`src/rtl/barrel_seq.sv`:
```
// barrel_seq: registers rotate commands into a combinational barrel shifter and captures its results.
// Single mode yields one result; sweep mode yields one result per amount 0..WIDTH-1.
module barrel_seq #(
    parameter int WIDTH = 4,
    parameter int SEL_W = 2
) (
    input  logic             clk,
    input  logic             rst_n,
    input  logic             start,
    input  logic             dir,
    input  logic             mode,
    input  logic [SEL_W-1:0] amt,
    input  logic [WIDTH-1:0] data_in,
    output logic             sh_d,
    output logic [SEL_W-1:0] sh_sel,
    output logic [WIDTH-1:0] sh_in,
    input  logic [WIDTH-1:0] sh_out,
    output logic             busy,
    output logic             out_valid,
    output logic [WIDTH-1:0] out_data,
    output logic [SEL_W-1:0] out_amt,
    output logic             done
);
    typedef enum logic {IDLE, RUN} state_t;
    state_t           state_q;
    logic             mode_q, sh_d_q, busy_q, out_valid_q, done_q;
    logic [SEL_W-1:0] sh_sel_q, out_amt_q;
    logic [WIDTH-1:0] sh_in_q, out_data_q;
    logic             last;
    // A single command, or a sweep at its final amount, finishes this cycle.
    assign last = !mode_q || sh_sel_q == SEL_W'(WIDTH - 1);
    always_ff @(posedge clk or negedge rst_n) begin
        if (!rst_n) begin
            state_q     <= IDLE;
            mode_q      <= 1'b0;
            sh_d_q      <= 1'b0;
            sh_sel_q    <= '0;
            sh_in_q     <= '0;
            busy_q      <= 1'b0;
            out_valid_q <= 1'b0;
            out_data_q  <= '0;
            out_amt_q   <= '0;
            done_q      <= 1'b0;
        end else begin
            out_valid_q <= 1'b0;
            done_q      <= 1'b0;
            if (state_q == IDLE) begin
                if (start) begin
                    sh_in_q  <= data_in;
                    sh_d_q   <= dir;
                    sh_sel_q <= mode ? '0 : amt;
                    mode_q   <= mode;
                    busy_q   <= 1'b1;
                    state_q  <= RUN;
                end
            end else begin
                out_data_q  <= sh_out;
                out_amt_q   <= sh_sel_q;
                out_valid_q <= 1'b1;
                if (last) begin
                    done_q  <= 1'b1;
                    busy_q  <= 1'b0;
                    state_q <= IDLE;
                end else begin
                    sh_sel_q <= sh_sel_q + 1'b1;
                end
            end
        end
    end
    assign sh_d      = sh_d_q;
    assign sh_sel    = sh_sel_q;
    assign sh_in     = sh_in_q;
    assign busy      = busy_q;
    assign out_valid = out_valid_q;
    assign out_data  = out_data_q;
    assign out_amt   = out_amt_q;
    assign done      = done_q;
endmodule

```
`config.mk`:
```
export PLATFORM = sky130hd
export DESIGN_NAME = barrel_seq
export DESIGN_NICKNAME = d
export VERILOG_FILES = /design/src/rtl/barrel_seq.sv
export SDC_FILE = /design/constraint.sdc
export NUM_CORES = 1
export LEC_CHECK = 0
export ABC_CLOCK_PERIOD_IN_PS = 2960
export CORE_UTILIZATION = 43
export CTS_CLUSTER_DIAMETER = 120
export DETAILED_ROUTE_END_ITERATION = 8
export GPL_ROUTABILITY_DRIVEN = 0
export PLACE_DENSITY = 0.83
export RECOVER_POWER = 100
export SETUP_SLACK_MARGIN = 0.2
export SYNTH_ARGS = -nofsm -noshare
export SYNTH_HDL_FRONTEND = slang
export SYNTH_SLANG_ARGS = --single-unit
export TNS_END_PERCENT = 10
```
`constraint.sdc`:
```
create_clock -name clk -period 2.96 [get_ports clk]
set_clock_uncertainty 0.1 [all_clocks]
set_input_delay 0.296 -clock clk [delete_from_list [all_inputs] [get_ports clk]]
set_output_delay 0.296 -clock clk [all_outputs]
set_load 0.01 [all_outputs]
```
### Word level (Yosys, flattened, before mapping)

Index checks and enable logic that the tools add are counted.

* memories kept: 0
* ROM bits: 0
* input bits: 15
* bits in registers: 18
* output and inout bits: 16
* bits in writable memories: 0
* latch bits: 0
* logic and storage cells: 34

* add/sub/neg operators: 1
* bitwise logic cells: 1
* magnitude comparators: 0
* $mul: 0
* shift-type cells: 0
* muxes and demuxes: 13
* reductions and logical operators: 6
* eq/ne operators: 3
* div/mod/pow operators: 0

Operators by type and width (number)
* $mux W1: 9
* $mux W2: 4
* $reduce_and A2 Y1: 3
* $add A2 B1 Y2 const B: 1
* $eq A2 B2 Y1 const B: 1
* $ne A2 B1 Y1 const B: 1
* $ne A2 B2 Y1 const B: 1
* $reduce_bool A2 Y1: 1
* $logic_not A1 Y1: 1
* $logic_or A1 B1 Y1: 1
* $not A1 Y1: 1

### Logic depth before layout (Yosys ltp)

Gate-level depths: netlist of run 1.

* depth after elaboration: 4
* depth in mapped cells: 5
* gate-level depth less buffers: 4

### Worst setup path after synthesis of run 1

OpenSTA, ideal clock, no wires.

* kind: reg2reg
* start point: reg sh_sel_q[0] (netlist: sh_sel[0])
* end point: reg sh_sel_q[1] (netlist: sh_sel[1])
* required time: 2.737 ns
* slack: 1.588 ns
* stages on the path, launching flop included: 4
* library setup time: 0.123 ns
* path buffers: 0
* data arrival time: 1.149 ns
* clock period less this slack: 1.372 ns
* path through: dfrtp_1 > ha_1 > nand3b_1 > o221a_1

* cells in the longest elaborated chain, start to end: 4
* elaborated cells on any way between the ends: 7
* those cells by class: add/sub (1); eq/ne (2); mux (2); reduce/logical (2)

RTL lines
* from (decl): RTL line 27 `logic [SEL_W-1:0] sh_sel_q, out_amt_q;`
* from (signal assigned): RTL line 51 `sh_sel_q <= mode ? '0 : amt;`
* from (signal assigned): RTL line 65 `sh_sel_q <= sh_sel_q + 1'b1;`
* $eq A2 B2 Y1: RTL line 31 `assign last = !mode_q || sh_sel_q == SEL_W'(WIDTH - 1);`
* $logic_or A1 B1 Y1: RTL line 31
* $ne A2 B2 Y1 (no source line)
* $reduce_and A2 Y1 (no source line)

Parallel ways exist; a longest one is shown, timed or not. The select of a mux whose other input is x is not followed.
A chain may end at the register's enable or synchronous reset.

### Final worst setup path of run 1

* start point: reg sh_sel_q[0] (netlist: sh_sel[0])
* end point: out sh_sel[0]

RTL lines
* to (decl): RTL line 15 `output logic [SEL_W-1:0] sh_sel,`

No word-level cell between the ends.

==> impl_table.tex, run 1 <==
\begin{tabular}{lr}
\hline
Metric & Value \\
\hline
\multicolumn{2}{l}{\textbf{Global route}} \\
Total overflow reported by the global router & 0 \\
Number of antenna violations at the first check in global routing & 0 \\
Via count of the first global-routing pass & 557 \\
First-pass GRT wire length & 2.50 mm \\
GRT Overall Usage & 0.196 \\
Pin count of the biggest net entering global routing & 19 \\
\multicolumn{2}{l}{\textbf{Place}} \\
Estimated wirelength of the detail-placed design & 1.04 mm \\
Post-Place Cell Area & 1020 µm² \\
Number of cells in the design after placement & 103 \\
DP Worst Slack & 1160 ps \\
IO buf count & 30 \\
\multicolumn{2}{l}{\textbf{Synthesis}} \\
Net count of the mapped netlist & 76 \\
Post-synthesis cell area & 724 µm² \\
Proportion of synthesized chip area in sequential cells & 0.622 \\
Count of warnings emitted by yosys & 0 \\
Distinct cell type count after synthesis & 16 \\
Synthesized netlist cell count & 60 \\
Number of storage elements in the synthesis netlist & 18 \\
Average size of a mapped cell & 12.1 µm² \\
\multicolumn{2}{l}{\textbf{Critical path}} \\
Worst path depth & 1 \\
Crit Path Category & reg -> out \\
R2R cell count & 3 \\
Critical-path cell list & dlygate4sd3\_1 \\
Peak fanout along the critical path & 5 \\
Kind of end point of the critical path & output pin \\
Combined buffer and inverter count along the critical path & 1 \\
Family with the most delay on the worst path & buffers and inverters \\
Startpoint type of the worst setup path & flip-flop \\
Arrival time worst endpoint & 1360 ps \\
Slowest stage cell on the critical path & dlygate4sd3\_1 \\
Delay of the slowest critical-path stage & 630 ps \\
Worst endpoint required time & 2560 ps \\
\multicolumn{2}{l}{\textbf{Floorplan}} \\
Count of pins on the block boundary & 31 \\
Die height & 43.0 µm \\
Core Footprint & 1540 µm² \\
Number of placement rows & 14 \\
Area enclosed by the die boundary & 1850 µm² \\
Die extent in x & 43.0 µm \\
Initial Util & 0.470 \\
\multicolumn{2}{l}{\textbf{Detailed routing}} \\
DRT antenna net count & 0 \\
Detail-routed via count per cell & 5.10 \\
Pre-Repair DR Iteration Count & 4 \\
Number of vias after detailed routing & 546 \\
Total routed wirelength & 1.40 mm \\
Total DRC errors in the routed layout & 0 \\
Iteration-0 DRC Markers & 7 \\
Wire length per cell after detailed routing & 13.1 µm \\
\multicolumn{2}{l}{\textbf{Pwr}} \\
Leak Pwr & 0.493 nW \\
Ratio of total power to cell area & 988 nW/µm² \\
IR drop worst, VDD & 0.481 mV \\
\multicolumn{2}{l}{\textbf{Timing}} \\
Number of pins exceeding their max-slew limit in the final report & 0 \\
Portion of the clock cycle consumed by the worst path in the final layout & 0.592 \\
Finish-stage setup viols & 0 \\
Hold Vio Cnt, Final & 0 \\
Highest attainable clock frequency & 0.571 GHz \\
Shortest period the worst path allows & 1750 ps \\
Slew at the pin closest to its max-slew limit & 782 ps \\
Minimum setup slack in the final design & 1210 ps \\
Setup TNS Final & 0 ps \\
Unrepaired setup endpoints after global routing & no \\
Normalized max-slew margin & 0.477 \\
\multicolumn{2}{l}{\textbf{Clock tree}} \\
H-tree depth & 1 \\
Longest Clk Path Bufs & 2 \\
CTS Sinks & 18 \\
Number of hold buffers added after CTS & 0 \\
Buffer cell driving the clock tree root & clkbuf\_4 \\
Later-pin clock latency in the skew report & 290 ps \\
Clock slew at reported path FFs & 100 ps \\
Clock tree from TritonCTS & built \\
Total clock buffers created by CTS & 3 \\
Gates resized, CTS repair & 0 \\
Setup bufs post-CTS & 0 \\
\multicolumn{2}{l}{\textbf{Final layout}} \\
Number of nets at the end of the flow & 108 \\
Diode insertion count for antenna repair & 0 \\
Finished Cell Area & 1050 µm² \\
Non-filler cells, final & 107 \\
Ratio of cells with drive above 1 in the final layout & 0.132 \\
P\&R area growth vs syn & 45.4\% \\
\multicolumn{2}{l}{\textbf{Run}} \\
Number of max-cap violations & 0 \\
\multicolumn{2}{l}{\textbf{Worst hold path}} \\
Kind of path behind the tightest hold check & reg -> reg \\
Worst hold path cell count & 2 \\
\multicolumn{2}{l}{\textbf{Run status}} \\
Result of the run & complete, no violations \\
\hline
\end{tabular}
## synth_stat cells, drive strengths merged
cell type   n  area, µm²
o21ai       2       10.0
nand3b      2       15.0
nor2b       1       6.26
ha          1       12.5
nand3       1       5.00
nand2b      1       13.8
o221a       1       11.3
o211ai      1       7.51
mux2        6       67.6
buf         2       22.5
nand2      19       78.8
a21boi      1       7.51
dfrtp      18        450
inv         3       11.3
clkbuf      1       5.00
## placed cells by master, fill, tap and decap left out, drive strengths merged
cell type / netlist / layout
clkdlybuf4s50: 0 / 13
mux2: 6 / 6
nand2b: 1 / 1
a21boi: 1 / 1
nor2b: 1 / 1
nand3b: 2 / 2
o221a: 1 / 1
o21ai: 2 / 2
nand2: 19 / 19
nand3: 1 / 1
clkbuf: 1 / 4
dfrtp: 18 / 18
inv: 3 / 3
dlygate4sd3: 0 / 17
o211ai: 1 / 1
ha: 1 / 1
## through the flow
stage	hold WS, ps	power, mW	utilization
finish	394	1.04	0.683
detailed placement	373	0.950	0.660
CTS	371	1.10	0.683
global route	427	1.13	0.683
floorplan	-99.6	0.691	-
global placement	365	0.923	0.660
## final timing paths
check                           from          end  slack (ps)
max                        sh_sel[0]    sh_sel[0]        1210
min                         sh_in[1]     sh_in[1]         390
max reg2reg                  state_q    sh_sel[1]        1430
min reg2reg                 sh_in[1]     sh_in[1]         390
max in group asynchronous      rst_n  out_data[1]        1850
min in group asynchronous      rst_n  out_data[0]         420
## routing by layer
| metal | part of all wire | wire length (µm) | track usage |
|---|---|---|---|
| met3 | 0.089 | 125 | 0.0511 |
| met1 | 0.42 | 583 | 0.238 |
| met2 | 0.47 | 654 | 0.306 |
| met5 | 0 | 0 | 0 |
| met4 | 0.025 | 35 | 0.127 |
## tightest hold or removal path, stage by stage (launching register included)
cell and delay, ps:
dfrtp_1 360, nand2_1 50, nand2_1 60
## flip-flops by register name (all words and copies together) (netlist names), 2 cells and up
register and count:
out_data 4, sh_in 4, out_amt 2, sh_sel 2
## cells by family after synthesis
group           count (synthesis)  synth area share
compound gates                  5            0.0501
buf+inv                         6            0.0535
mux                             6            0.0933
fa+ha+maj                       1            0.0173
flops                          18             0.622
simple gates                   24             0.164
## power breakdown
part,total [mW],internal [mW],switching (mW),leakage [nW]
Sequential,0.450,0.365,0.0856,0.217
Clock,0.149,0.0749,0.0739,0.0210
Combinational,0.442,0.258,0.183,0.254
## final cells by class
type	instances	area, µm²
flip-flops and latches	18	450
clock buffers	4	36.3
well taps	16	20.0
multi-input cells	36	235
repair buffers	30	300
inverters	3	11.3
fillers	139	488
No activity file was read; power rests on OpenSTA's default activity.
==> run 2, diff against run 1 <==
--- a/config.mk
+++ b/config.mk
@@ -5,12 +5,12 @@
 export SDC_FILE = /design/constraint.sdc
 export NUM_CORES = 1
 export LEC_CHECK = 0
-export ABC_CLOCK_PERIOD_IN_PS = 2960
-export CORE_UTILIZATION = 43
+export ABC_CLOCK_PERIOD_IN_PS = 1600
+export CORE_UTILIZATION = 36
 export CTS_CLUSTER_DIAMETER = 120
 export DETAILED_ROUTE_END_ITERATION = 8
 export GPL_ROUTABILITY_DRIVEN = 0
-export PLACE_DENSITY = 0.83
+export PLACE_DENSITY = 0.75
 export RECOVER_POWER = 100
 export SETUP_SLACK_MARGIN = 0.2
 export SYNTH_ARGS = -nofsm -noshare
==> constraint.sdc (replaced) <==
create_clock -name clk -period 1.6 [get_ports clk]
set_clock_uncertainty 0.1 [all_clocks]
set_input_delay 0.16 -clock clk [delete_from_list [all_inputs] [get_ports clk]]
set_output_delay 0.16 -clock clk [all_outputs]
set_load 0.01 [all_outputs]
==> run 2 against run 1 <==
  * Critical path depth did not move
  * Cell count rose by 9.3%
  * Sequential share of layout area fell by 0.15 points
  * Global-route usage fell by 3.2 points
  * Largest power group is now combinational logic
  * Cell area rose by 0.36%
  * Wire length rose by 2.6%
  * Die area rose by 19%
  * Critical endpoint is now done
  * Count of clock-buffer cells in the layout fell by 1
  * Worst setup slack got worse by 1100 ps
  * First-iteration DRC count fell by 57%
  * Sequential cell count did not move
  * Utilization fell by 9.7 points
==> impl_table.tex, run 2 (same netlist as run 1, synthesis figures left out) <==
\begin{tabular}{lr}
\hline
Metric & Value \\
\hline
\multicolumn{2}{l}{\textbf{Detailed routing}} \\
Detail-routed via count per cell & 4.58 \\
Total DRC errors in the routed layout & 0 \\
Number of vias after detailed routing & 536 \\
Total routed wirelength & 1.44 mm \\
Wire length per cell after detailed routing & 12.3 µm \\
Pre-Repair DR Iteration Count & 3 \\
DRT antenna net count & 0 \\
Iteration-0 DRC Markers & 3 \\
\multicolumn{2}{l}{\textbf{Clock tree}} \\
Clock tree from TritonCTS & built \\
CTS Sinks & 18 \\
Setup bufs post-CTS & 0 \\
Longest Clk Path Bufs & 2 \\
Later-pin clock latency in the skew report & 280 ps \\
Buffer cell driving the clock tree root & clkbuf\_4 \\
H-tree depth & 1 \\
Total clock buffers created by CTS & 3 \\
Clock slew at reported path FFs & 90 ps \\
\multicolumn{2}{l}{\textbf{Timing}} \\
Unrepaired setup endpoints after global routing & yes \\
Normalized max-slew margin & 0.388 \\
Shortest period the worst path allows & 1500 ps \\
Highest attainable clock frequency & 0.668 GHz \\
Post-route worst hold slack & 304 ps \\
Slew at the pin closest to its max-slew limit & 918 ps \\
Finish-stage setup viols & 0 \\
Number of pins exceeding their max-slew limit in the final report & 0 \\
Setup TNS Final & 0 ps \\
Portion of the clock cycle consumed by the worst path in the final layout & 0.936 \\
Hold Vio Cnt, Final & 0 \\
\multicolumn{2}{l}{\textbf{Final layout}} \\
Ratio of cells with drive above 1 in the final layout & 0.120 \\
P\&R area growth vs syn & 45.9\% \\
Most common cell after layout, fill and taps aside & clkdlybuf4s50\_1 \\
Top library cells by usage in the layout, fill and taps aside & clkdlybuf4s50\_1 (26), nand2\_1 (18), dfrtp\_1 (18) \\
Diode insertion count for antenna repair & 0 \\
Number of nets at the end of the flow & 110 \\
Fill cell instance count of the final layout & 165 \\
\multicolumn{2}{l}{\textbf{Global route}} \\
GRT Overall Usage & 0.164 \\
Via count of the first global-routing pass & 534 \\
First-pass GRT wire length & 2.35 mm \\
Pin count of the biggest net entering global routing & 19 \\
Number of antenna violations at the first check in global routing & 0 \\
Total overflow reported by the global router & 0 \\
\multicolumn{2}{l}{\textbf{Floorplan}} \\
Die extent in x & 46.9 µm \\
Core Footprint & 1800 µm² \\
Area enclosed by the die boundary & 2200 µm² \\
Initial Util & 0.402 \\
Count of pins on the block boundary & 31 \\
Die height & 46.9 µm \\
Number of placement rows & 15 \\
\multicolumn{2}{l}{\textbf{Place}} \\
IO buf count & 30 \\
Estimated wirelength of the detail-placed design & 1.12 mm \\
\multicolumn{2}{l}{\textbf{Critical path}} \\
Family with the most delay on the worst path & buffers and inverters \\
Arrival time worst endpoint & 1240 ps \\
Kind of end point of the critical path & output pin \\
Startpoint type of the worst setup path & flip-flop \\
Combined buffer and inverter count along the critical path & 1 \\
Slowest stage cell on the critical path & dlygate4sd3\_1 \\
Worst endpoint required time & 1340 ps \\
Critical-path cell list & dlygate4sd3\_1 \\
Peak fanout along the critical path & 1 \\
Crit Path Category & reg -> out \\
Delay of the slowest critical-path stage & 590 ps \\
\multicolumn{2}{l}{\textbf{Pwr}} \\
Int Pwr & 1.30 mW \\
Overall Power & 1.93 mW \\
Leak Pwr & 0.480 nW \\
Ratio of total power to cell area & 1820 nW/µm² \\
Portion of total power attributed to the clock network & 0.109 \\
Share of total power consumed by net switching & 0.325 \\
Part of the total power dissipated in sequential elements & 0.436 \\
IR drop worst, VDD & 0.963 mV \\
Switching power & 626 µW \\
Part of the total power dissipated in combinational logic & 0.455 \\
\multicolumn{2}{l}{\textbf{Run status}} \\
Result of the run & complete, no violations \\
\multicolumn{2}{l}{\textbf{Worst hold path}} \\
Kind of path behind the tightest hold check & in -> reg \\
\multicolumn{2}{l}{\textbf{Run}} \\
Number of max-cap violations & 0 \\
\hline
\end{tabular}
==> run 2: cell types whose count changed in the layout (fill, tap and decap cells not counted) <==
cell / before / now
dlygate4sd2_1: 0 / 1
clkdlybuf4s25_1: 0 / 1
clkbuf_1: 0 / 2
clkbuf_8: 1 / 0
dlygate4sd3_1: 17 / 2
clkdlybuf4s50_1: 13 / 26
==> run 2: area by class of cell <==
class	instances	area [µm²]	share of cell area
sequential	18	450	0.426
inverter	3	11.3	0.0107
clock buffer	3	22.5	0.0213
tap	25	31.3	0.0296
multi-input combinational	36	235	0.222
timing repair buffer	32	307	0.290
==> run 2: repair_timing <==
item / CTS / global route
pin swaps: 0 / 0
setup endpoints to repair: 17 / 17
resized for setup: 1 / 1
hold buffers: 0 / 0
==> run 2: worst paths after layout <==
check	from	endpoint	slack, ps	depth (start not counted)
worst max-delay path	done	done	100	1
worst min-delay path	data_in[1]	sh_in[1]	300	3
worst max register to register	sh_sel[0]	sh_sel[1]	180	3
worst min register to register	sh_d	sh_d	390	2
max in group asynchronous	rst_n	sh_in[3]	420	2
min in group asynchronous	rst_n	busy	420	2
==> run 2: through the flow <==
step	util	setup slack, ps	cells	area [µm²]
after CTS	0.591	84.3	117	1060
after global routing	0.587	63.9	117	1060
after floorplan	-	228	60	724
after detailed placement	0.579	190	114	1040
final	0.587	103	117	1060
after global placement	0.579	249	114	1040
==> run 2: worst reg2reg max path, delay by kind of cell, from the launching register on <==
kind                       cells  cell delay [ps]
DFF                            1              430
adders and majority gates      1              240
and+or+nand+nor                1              260
AOI/OAI and AO/OA              1              300
==> run 2: per-layer routing <==
| layer | wire, µm | vias up | GRT usage |
|---|---|---|---|
| met3 | 75 | 2 | 0.0692 |
| met5 | 0 | - | 0 |
| met4 | 25 | 0 | 0.0686 |
| met1 | 606 | 255 | 0.196 |
| li1 | - | 262 | - |
| met2 | 728 | 17 | 0.261 |
==> run 2: power by group through the flow <==
stage	combinational, mW	clock, mW	sequential [mW]
after floorplan	0.382	0	0.896
after global placement	0.896	0	0.839
after detailed placement	0.916	0	0.853
after CTS	0.910	0.218	0.846
after global routing	0.970	0.244	0.873
final	0.878	0.210	0.840
